### src/rtl/lsu_align.sv
// ---------------------------------------------------------------------------
// lsu_align -- load/store alignment unit in front of a byte-enabled word memory
//
// Converts one byte-addressed RISC-V load or store (Funct3 coded) into one or
// two word-aligned memory accesses. An access that crosses a word boundary is
// split into two back-to-back accesses, w0 and then w1. Load data is
// reassembled and then sign- or zero-extended. Completion is reported with a
// single-cycle rsp_valid pulse.
//
// Ports
//   clk, rst_n        rising-edge clock, asynchronous active-low reset
//   req_valid/ready   request handshake; ready only while idle
//   MemRead/MemWrite  request kind (both set -> load, neither -> ignored)
//   Funct3            access size / signedness (instruction bits 14:12)
//   addr, wd          byte address and store data
//   rsp_valid, rd     completion pulse and extended load data
//   mem_addr          word-aligned memory address
//   mem_re, mem_we    read strobe and per-lane write strobes
//   mem_wd            lane-aligned write data
//   mem_rdata         memory read data, valid the cycle after mem_re
// ---------------------------------------------------------------------------
module lsu_align #(
  parameter int DM_ADDRESS = 9,
  parameter int DATA_W     = 32
) (
  input  logic                  clk,
  input  logic                  rst_n,
  input  logic                  req_valid,
  output logic                  req_ready,
  input  logic                  MemRead,
  input  logic                  MemWrite,
  input  logic [2:0]            Funct3,
  input  logic [DM_ADDRESS-1:0] addr,
  input  logic [DATA_W-1:0]     wd,
  output logic                  rsp_valid,
  output logic [DATA_W-1:0]     rd,
  output logic [DM_ADDRESS-1:0] mem_addr,
  output logic                  mem_re,
  output logic [3:0]            mem_we,
  output logic [DATA_W-1:0]     mem_wd,
  input  logic [DATA_W-1:0]     mem_rdata
);

  localparam logic [1:0] S_IDLE   = 2'd0;
  localparam logic [1:0] S_ISSUE0 = 2'd1;
  localparam logic [1:0] S_ISSUE1 = 2'd2;
  localparam logic [1:0] S_DONE   = 2'd3;

  localparam logic [1:0] SZ_BYTE = 2'd0;
  localparam logic [1:0] SZ_HALF = 2'd1;
  localparam logic [1:0] SZ_WORD = 2'd2;

  // Funct3[2] only selects signedness, so the size comes from the low bits.
  function automatic logic [1:0] size_of(input logic [1:0] f3_lo);
    case (f3_lo)
      2'b00:   return SZ_BYTE;
      2'b01:   return SZ_HALF;
      default: return SZ_WORD;
    endcase
  endfunction

  function automatic logic [3:0] lane_mask(input logic [1:0] sz);
    case (sz)
      SZ_BYTE: return 4'b0001;
      SZ_HALF: return 4'b0011;
      default: return 4'b1111;
    endcase
  endfunction

  // Lanes of w0 touched by the access (bits shifted past lane 3 belong to w1).
  function automatic logic [3:0] strobe_w0(input logic [1:0] sz, input logic [1:0] o);
    logic [3:0] m;
    m = lane_mask(sz) << o;
    return m;
  endfunction

  // Lanes of w1 touched by a split access: the part of the mask that spilled
  // past lane 3. Only the bytes that belong to the access are strobed.
  function automatic logic [3:0] strobe_w1(input logic [1:0] sz, input logic [1:0] o);
    return lane_mask(sz) >> (3'd4 - {1'b0, o});
  endfunction

  function automatic logic [DATA_W-1:0] extend_load(input logic [2*DATA_W-1:0] comb,
                                                    input logic [1:0] o,
                                                    input logic [1:0] sz,
                                                    input logic sgn);
    logic [DATA_W-1:0] field;
    field = DATA_W'(comb >> {o, 3'b000});
    case (sz)
      SZ_BYTE: return sgn ? {{24{field[7]}}, field[7:0]} : {24'h000000, field[7:0]};
      SZ_HALF: return sgn ? {{16{field[15]}}, field[15:0]} : {16'h0000, field[15:0]};
      default: return field;
    endcase
  endfunction

  // State and registered outputs
  logic [1:0]            state_r;
  logic                  ready_r;
  logic                  rsp_r;
  logic [DATA_W-1:0]     rd_r;
  logic [DM_ADDRESS-1:0] mem_addr_r;
  logic                  mem_re_r;
  logic [3:0]            mem_we_r;
  logic [DATA_W-1:0]     mem_wd_r;
  logic [DATA_W-1:0]     lo_r;

  // Request captured at accept
  logic [DM_ADDRESS-1:0] addr_r;
  logic [2:0]            f3_r;
  logic [DATA_W-1:0]     wd_r;
  logic                  load_r;

  // Next-state values
  logic [1:0]            state_nxt_s;
  logic                  rsp_nxt_s;
  logic [DATA_W-1:0]     rd_nxt_s;
  logic [DM_ADDRESS-1:0] mem_addr_nxt_s;
  logic                  mem_re_nxt_s;
  logic [3:0]            mem_we_nxt_s;
  logic [DATA_W-1:0]     mem_wd_nxt_s;
  logic [DATA_W-1:0]     lo_nxt_s;

  // Decode of the incoming request (drives the ISSUE0 outputs at accept)
  logic                  accept_s;
  logic [1:0]            in_sz_s;
  logic [1:0]            in_o_s;
  logic [DM_ADDRESS-1:0] in_w0_s;

  // Decode of the captured request
  logic [1:0]            sz_s;
  logic [1:0]            o_s;
  logic                  split_s;
  logic [DM_ADDRESS-1:0] w0_s;
  logic [DM_ADDRESS-1:0] w1_s;
  logic [5:0]            hi_shift_s;
  logic [2*DATA_W-1:0]   comb_s;

  assign accept_s = req_valid & ready_r & (MemRead | MemWrite);
  assign in_sz_s  = size_of(Funct3[1:0]);
  assign in_o_s   = addr[1:0];
  assign in_w0_s  = {addr[DM_ADDRESS-1:2], 2'b00};

  assign sz_s    = size_of(f3_r[1:0]);
  assign o_s     = addr_r[1:0];
  assign split_s = ((sz_s == SZ_HALF) & (o_s == 2'b11)) | ((sz_s == SZ_WORD) & (o_s != 2'b00));
  assign w0_s    = {addr_r[DM_ADDRESS-1:2], 2'b00};
  // Natural wrap to address 0 above the top word.
  assign w1_s    = w0_s + {{(DM_ADDRESS-3){1'b0}}, 3'b100};
  // Store bytes that spill into w1 start at byte (4 - o) of wd.
  assign hi_shift_s = {3'd4 - {1'b0, o_s}, 3'b000};
  assign comb_s  = split_s ? {mem_rdata, lo_r} : {{DATA_W{1'b0}}, mem_rdata};

  // Next-state and next-output logic; memory outputs are idle unless issuing.
  always_comb begin
    state_nxt_s    = state_r;
    rsp_nxt_s      = 1'b0;
    rd_nxt_s       = rd_r;
    mem_addr_nxt_s = {DM_ADDRESS{1'b0}};
    mem_re_nxt_s   = 1'b0;
    mem_we_nxt_s   = 4'b0000;
    mem_wd_nxt_s   = {DATA_W{1'b0}};
    lo_nxt_s       = lo_r;
    case (state_r)
      S_IDLE: begin
        if (accept_s) begin
          state_nxt_s    = S_ISSUE0;
          mem_addr_nxt_s = in_w0_s;
          if (MemRead) begin
            mem_re_nxt_s = 1'b1;
          end else begin
            mem_we_nxt_s = strobe_w0(in_sz_s, in_o_s);
            mem_wd_nxt_s = wd << {in_o_s, 3'b000};
          end
        end else begin
          state_nxt_s = S_IDLE;
        end
      end
      S_ISSUE0: begin
        if (split_s) begin
          state_nxt_s    = S_ISSUE1;
          mem_addr_nxt_s = w1_s;
          if (load_r) begin
            mem_re_nxt_s = 1'b1;
          end else begin
            mem_we_nxt_s = strobe_w1(sz_s, o_s);
            mem_wd_nxt_s = wd_r >> hi_shift_s;
          end
        end else begin
          state_nxt_s = S_DONE;
        end
      end
      S_ISSUE1: begin
        // mem_rdata now carries the w0 word.
        if (load_r) begin
          lo_nxt_s = mem_rdata;
        end else begin
          lo_nxt_s = lo_r;
        end
        state_nxt_s = S_DONE;
      end
      S_DONE: begin
        state_nxt_s = S_IDLE;
        rsp_nxt_s   = 1'b1;
        if (load_r) begin
          rd_nxt_s = extend_load(comb_s, o_s, sz_s, ~f3_r[2]);
        end else begin
          rd_nxt_s = rd_r;
        end
      end
      default: begin
        state_nxt_s = S_IDLE;
      end
    endcase
  end

  // State, response and memory-interface registers.
  always_ff @(posedge clk or negedge rst_n) begin
    if (!rst_n) begin
      state_r    <= S_IDLE;
      ready_r    <= 1'b1;
      rsp_r      <= 1'b0;
      rd_r       <= {DATA_W{1'b0}};
      mem_addr_r <= {DM_ADDRESS{1'b0}};
      mem_re_r   <= 1'b0;
      mem_we_r   <= 4'b0000;
      mem_wd_r   <= {DATA_W{1'b0}};
      lo_r       <= {DATA_W{1'b0}};
    end else begin
      state_r    <= state_nxt_s;
      ready_r    <= (state_nxt_s == S_IDLE);
      rsp_r      <= rsp_nxt_s;
      rd_r       <= rd_nxt_s;
      mem_addr_r <= mem_addr_nxt_s;
      mem_re_r   <= mem_re_nxt_s;
      mem_we_r   <= mem_we_nxt_s;
      mem_wd_r   <= mem_wd_nxt_s;
      lo_r       <= lo_nxt_s;
    end
  end

  // Request capture; inputs are ignored while busy.
  always_ff @(posedge clk or negedge rst_n) begin
    if (!rst_n) begin
      addr_r <= {DM_ADDRESS{1'b0}};
      f3_r   <= 3'b000;
      wd_r   <= {DATA_W{1'b0}};
      load_r <= 1'b0;
    end else if (accept_s) begin
      addr_r <= addr;
      f3_r   <= Funct3;
      wd_r   <= wd;
      load_r <= MemRead;
    end
  end

  assign req_ready = ready_r;
  assign rsp_valid = rsp_r;
  assign rd        = rd_r;
  assign mem_addr  = mem_addr_r;
  assign mem_re    = mem_re_r;
  assign mem_we    = mem_we_r;
  assign mem_wd    = mem_wd_r;

endmodule
### config.mk
export PLATFORM = sky130hd
export DESIGN_NAME = lsu_align
export DESIGN_NICKNAME = d
export VERILOG_FILES = /design/src/rtl/lsu_align.sv
export SDC_FILE = /design/constraint.sdc
export NUM_CORES = 1
export LEC_CHECK = 0
export ABC_AREA = 1
export CAP_MARGIN = 25
export CORE_UTILIZATION = 25
export CTS_CLUSTER_DIAMETER = 80
export DETAILED_ROUTE_END_ITERATION = 6
export GPL_TIMING_DRIVEN = 0
export PLACE_DENSITY = 0.41
export SETUP_SLACK_MARGIN = 0.02
export SLEW_MARGIN = 20
export SYNTH_ARGS = -nofsm -noshare
export SYNTH_HDL_FRONTEND = slang
export SYNTH_SLANG_ARGS = --single-unit
### constraint.sdc
create_clock -name clk -period 2.75 [get_ports clk]
set_clock_uncertainty 0.05 [all_clocks]
set_input_delay 0.275 -clock clk [delete_from_list [all_inputs] [get_ports clk]]
set_output_delay 0.275 -clock clk [all_outputs]
set_load 0.05 [all_outputs]
==> impl_summary.txt, run 1 <==
----------------------------------------------------
[Place]
  Placement Cell Area ... approximately 0.011 mm^2
  Cell count after placement ... approximately 1800
  Number of port buffers ... about 160
  Estimated wirelength of the detail-placed design ... roughly 26000 um
  Weighted congestion reported at the end of routability-driven placement ... around 0.92
  Worst slack at placement ... -640 ps

[Synthesis]
  Gate count after technology mapping ... between 1000 and 1500
  Sequential-to-total area share from yosys stat ... 0.460
  Netlist cell types ... 39
  Average footprint of a synthesized cell ... between 7 and 8 um^2
  Count of state elements after synthesis ... about 160
  Number of warnings issued by yosys ... 0
  Combined area of all synthesized cells ... between 0.008 and 0.009 mm^2

[Power]
  Power density cells ... between 1000 and 1500 mW/mm^2
  Peak supply drop ... ~490 uV
  Cell leakage power ... approximately 5.2 nW
  Overall power consumption ... around 13 mW

[Route]
  Wire length per cell ... between 15 and 20 um
  Number of nets with antenna violations after routing ... 0
  Vias per cell ... approximately 4.8
  Total wire length ... around 35000 um
  Post-route DRC ... 0
  DR iter-0 viols ... ~800
  Length of the first detailed-routing pass in iterations ... 6
  Vias ... about 8600

[Critical path]
  Crit Path Max Fanout ... 10
  Worst path top cell family by delay ... buffers and inverters
  Buf/Inv on CP ... 8
  Series of cell instances along the critical path ... buf_4, inv_4, buf_6, buf_12, ha_1, inv_2, nand2_4, nand2_4, inv_4, nor2_4, inv_4, nor2_4, clkinvlp_4, o21ai_2
  Data arrival time of the critical path ... around 2900 ps
  Cell with the largest stage delay on the worst path ... sky130_fd_sc_hd__dfrtp_1
  Required time reported for the critical path endpoint ... about 3000 ps
  Highest cell delay on the worst timing path ... approximately 350 ps
  Category of the worst setup path launch point ... register
  Setup Crit Path Kind ... register to register
  Cell with the most instances on the worst path ... sky130_fd_sc_hd__inv_4
  Kind of end point of the critical path ... register

[STA]
  Final critical-path required period ... roughly 2600 ps
  Fraction of the cycle the final worst path needs ... 0.938
  Top achievable clock speed ... roughly 390 MHz
  Count of endpoints failing hold in the final timing report ... 0
  Final count of negative-setup-slack endpoints ... 0
  Post-Route Hold Slack ... 275 ps
  Setup slack of the critical path after layout ... 172 ps
  Setup repair after global routing missed its margin ... false
  Slew Viols, Final ... 0
  TNS Setup ... 0 ps
  Worst max-slew margin expressed relative to the limit ... 0.423
  Least-Margin Pin Slew ... 862 ps

[Final layout]
  Number of fillers in the final layout ... 3665
  Final instance area ... 0.0114 mm^2
  Total Nets Final ... approximately 1400
  Area of the multi-input gates ... about 0.0039 mm^2
  Area taken by flip-flops and latches ... a little under 0.004 mm^2
  Share of cells above drive strength 1 ... 0.0879
  Core utilization of the finished layout ... 0.340
  Non-Filler Instances ... between 1500 and 2000
  Synthesis-to-finish area growth ... 33.5%
  Antenna fix cells ... 0

[Global routing]
  Final global-route overflow total ... 0
  Number of global-route vias before repair ... ~8700
  Overall global routing resource usage ... 0.203
  Wire length of the first global-routing pass ... approximately 53000 um
  Maximum number of pins on one net before global-route repair ... between 60 and 70
  Antenna violations before repair ... 0

[Clock network]
  Buffers from clock root to sink, at most ... 2
  CTS sink count ... approximately 160
  Total CTS buffers ... 17
  Clock tree from TritonCTS ... done
  Clock slew at reported path FFs ... 70 ps
  Max H-tree Level ... 4
  Latest clock arrival within the worst-skew pair ... 440 ps
  Cell at the root of the clock tree ... sky130_fd_sc_hd__clkbuf_16

[Die]
  Die Footprint ... 0.0349 mm^2
  Chip Width ... between 150 and 200 um
  Boundary pin count ... ~160
  Die height ... around 190 um
  Site Rows ... 67
  Starting density of the core ... 0.255
  Core Footprint ... between 0.03 and 0.04 mm^2

[Run]
  Max-capacitance violation count ... 0

[Outcome]
  Status ... finished clean

[Worst hold path]
  Hold crit path type ... input pin to asynchronous set/reset pin

----------------------------------------------------
-- cell families (layout without fill, tap and decap cells) --
family	Yosys count	count (layout)	share of synthesized area
other	1	2	0.000439
AOI/OAI and AO/OA	217	217	0.142
adders and majority gates	7	7	0.0103
and+or+nand+nor	595	595	0.295
buffers and inverters	163	356	0.0812
DFF	157	157	0.460
xor gates and xnor gates	2	2	0.00205
muxes	7	7	0.00923
-- state kept, by name, indices dropped and copies added (netlist names), 2 cells and up --
register	count
f3_r	3
lo_r	32
mem_wd	32
mem_addr	7
mem_we	4
rd	32
state_r	2
addr_r	9
wd_r	32
-- layer usage --
layer / vias to the layer above / track usage / wire length [um] / share of wire
met4: 0 / 0.0785 / 1120 / 0.032
met2: 288 / 0.332 / 16300 / 0.46
li1: 4113 / - / - / -
met5: - / 0 / 0 / 0
met3: 53 / 0.0353 / 1650 / 0.047
met1: 4116 / 0.266 / 16000 / 0.46
-- area by class of cell --
class,instances,area share
inverter,92,0.0315
buffer,71,0.0345
timing repair buffer,161,0.145
clock inverter,13,0.00933
sequential,157,0.345
multi-input combinational,830,0.346
clock buffer,19,0.0397
tap,448,0.0492
-- timing repair --
item,4_1_cts,5_1_grt
hold buffers,1,0
resized for setup,25,16
endpoints found under the hold margin,41,0
pin swaps,1,4
buffers inserted,1,0
cloned,0,0
endpoints found under the setup margin,77,49
-- path summary, 6_finish.rpt --
| check | startpoint | endpoint | slack, ps | cells past startpoint |
|---|---|---|---|---|
| setup reg to reg | addr_r[0] | mem_wd[25] | 170 | 14 |
| setup / recovery | addr_r[0] | mem_wd[25] | 170 | 14 |
| max in group asynchronous | rst_n | req_ready | 1700 | 3 |
| hold reg to reg | rd[9] | rd[9] | 430 | 2 |
| hold / removal | rst_n | lo_r[4] | 270 | 2 |
| min in group clk | addr[4] | mem_addr[4] | 360 | 3 |
-- synthesized netlist by cell type --
cell type	n	share of area
sky130_fd_sc_hd__clkinv_1	2	0.00088
sky130_fd_sc_hd__dfstp_2	1	0.0031
sky130_fd_sc_hd__buf_4	4	0.0035
sky130_fd_sc_hd__xnor2_1	1	0.0010
sky130_fd_sc_hd__nor2_2	22	0.016
sky130_fd_sc_hd__a21oi_1	1	0.00059
sky130_fd_sc_hd__conb_1	1	0.00044
sky130_fd_sc_hd__clkbuf_1	42	0.018
sky130_fd_sc_hd__o21ai_1	2	0.0012
sky130_fd_sc_hd__buf_12	1	0.0023
sky130_fd_sc_hd__nand2_2	1	0.00073
sky130_fd_sc_hd__buf_1	4	0.0018
sky130_fd_sc_hd__inv_1	84	0.037
sky130_fd_sc_hd__nor2_1	48	0.021
sky130_fd_sc_hd__o221ai_1	1	0.0010
sky130_fd_sc_hd__buf_2	16	0.0094
sky130_fd_sc_hd__nor3_1	3	0.0018
sky130_fd_sc_hd__xor2_1	1	0.0010
sky130_fd_sc_hd__o22ai_1	15	0.011
sky130_fd_sc_hd__a211oi_1	1	0.00088
sky130_fd_sc_hd__a31oi_1	8	0.0059
sky130_fd_sc_hd__o32ai_1	1	0.0010
sky130_fd_sc_hd__nand2_1	390	0.17
sky130_fd_sc_hd__a32o_1	1	0.0012
sky130_fd_sc_hd__o21ai_0	154	0.090
sky130_fd_sc_hd__buf_6	4	0.0053
sky130_fd_sc_hd__dfrtp_1	156	0.46
sky130_fd_sc_hd__or2_1	1	0.00073
sky130_fd_sc_hd__mux2_2	7	0.0092
sky130_fd_sc_hd__ha_1	7	0.010
sky130_fd_sc_hd__a22oi_1	8	0.0070
sky130_fd_sc_hd__inv_2	6	0.0026
sky130_fd_sc_hd__nand3_2	2	0.0023
sky130_fd_sc_hd__nand2_4	3	0.0040
sky130_fd_sc_hd__nand3_4	1	0.0021
sky130_fd_sc_hd__nor2_4	2	0.0026
sky130_fd_sc_hd__o211ai_1	25	0.022
sky130_fd_sc_hd__nand4_1	2	0.0015
sky130_fd_sc_hd__nand3_1	120	0.070
-- cell usage in the layout, fill, tap and decap left out, types with 5 or more instances in the layout --
cell type                         instances
sky130_fd_sc_hd__mux2_2                   7
sky130_fd_sc_hd__a31oi_1                  8
sky130_fd_sc_hd__buf_2                   10
sky130_fd_sc_hd__nand2_1                390
sky130_fd_sc_hd__o21ai_1                  5
sky130_fd_sc_hd__nor2_1                  48
sky130_fd_sc_hd__buf_6                    7
sky130_fd_sc_hd__clkdlybuf4s50_1        156
sky130_fd_sc_hd__dfrtp_1                156
sky130_fd_sc_hd__o21ai_0                147
sky130_fd_sc_hd__a22oi_1                  8
sky130_fd_sc_hd__clkbuf_16               17
sky130_fd_sc_hd__o211ai_1                25
sky130_fd_sc_hd__o22ai_1                 15
sky130_fd_sc_hd__nand3_1                119
sky130_fd_sc_hd__ha_1                     7
sky130_fd_sc_hd__clkbuf_1                38
sky130_fd_sc_hd__inv_1                   82
sky130_fd_sc_hd__nor2_2                  21
sky130_fd_sc_hd__buf_4                    7
-- power breakdown --
part	total (mW)	leakage, nW	switching (mW)	internal [mW]
Combinational	7.45	2.95	5.07	2.38
Clock	2.28	0.278	1.06	1.23
Sequential	3.74	1.98	0.548	3.19
Power figures use the tool's default switching activity.
==> inputs of run 2 (changes only) <==
--- a/config.mk
+++ b/config.mk
@@ -11,6 +11,7 @@
 export CTS_CLUSTER_DIAMETER = 80
 export DETAILED_ROUTE_END_ITERATION = 6
 export GPL_TIMING_DRIVEN = 0
+export HOLD_SLACK_MARGIN = 0.1
 export PLACE_DENSITY = 0.41
 export SETUP_SLACK_MARGIN = 0.02
 export SLEW_MARGIN = 20
==> results of run 2 <==
Final layout, timing and power as in run 1 (identical DEF).
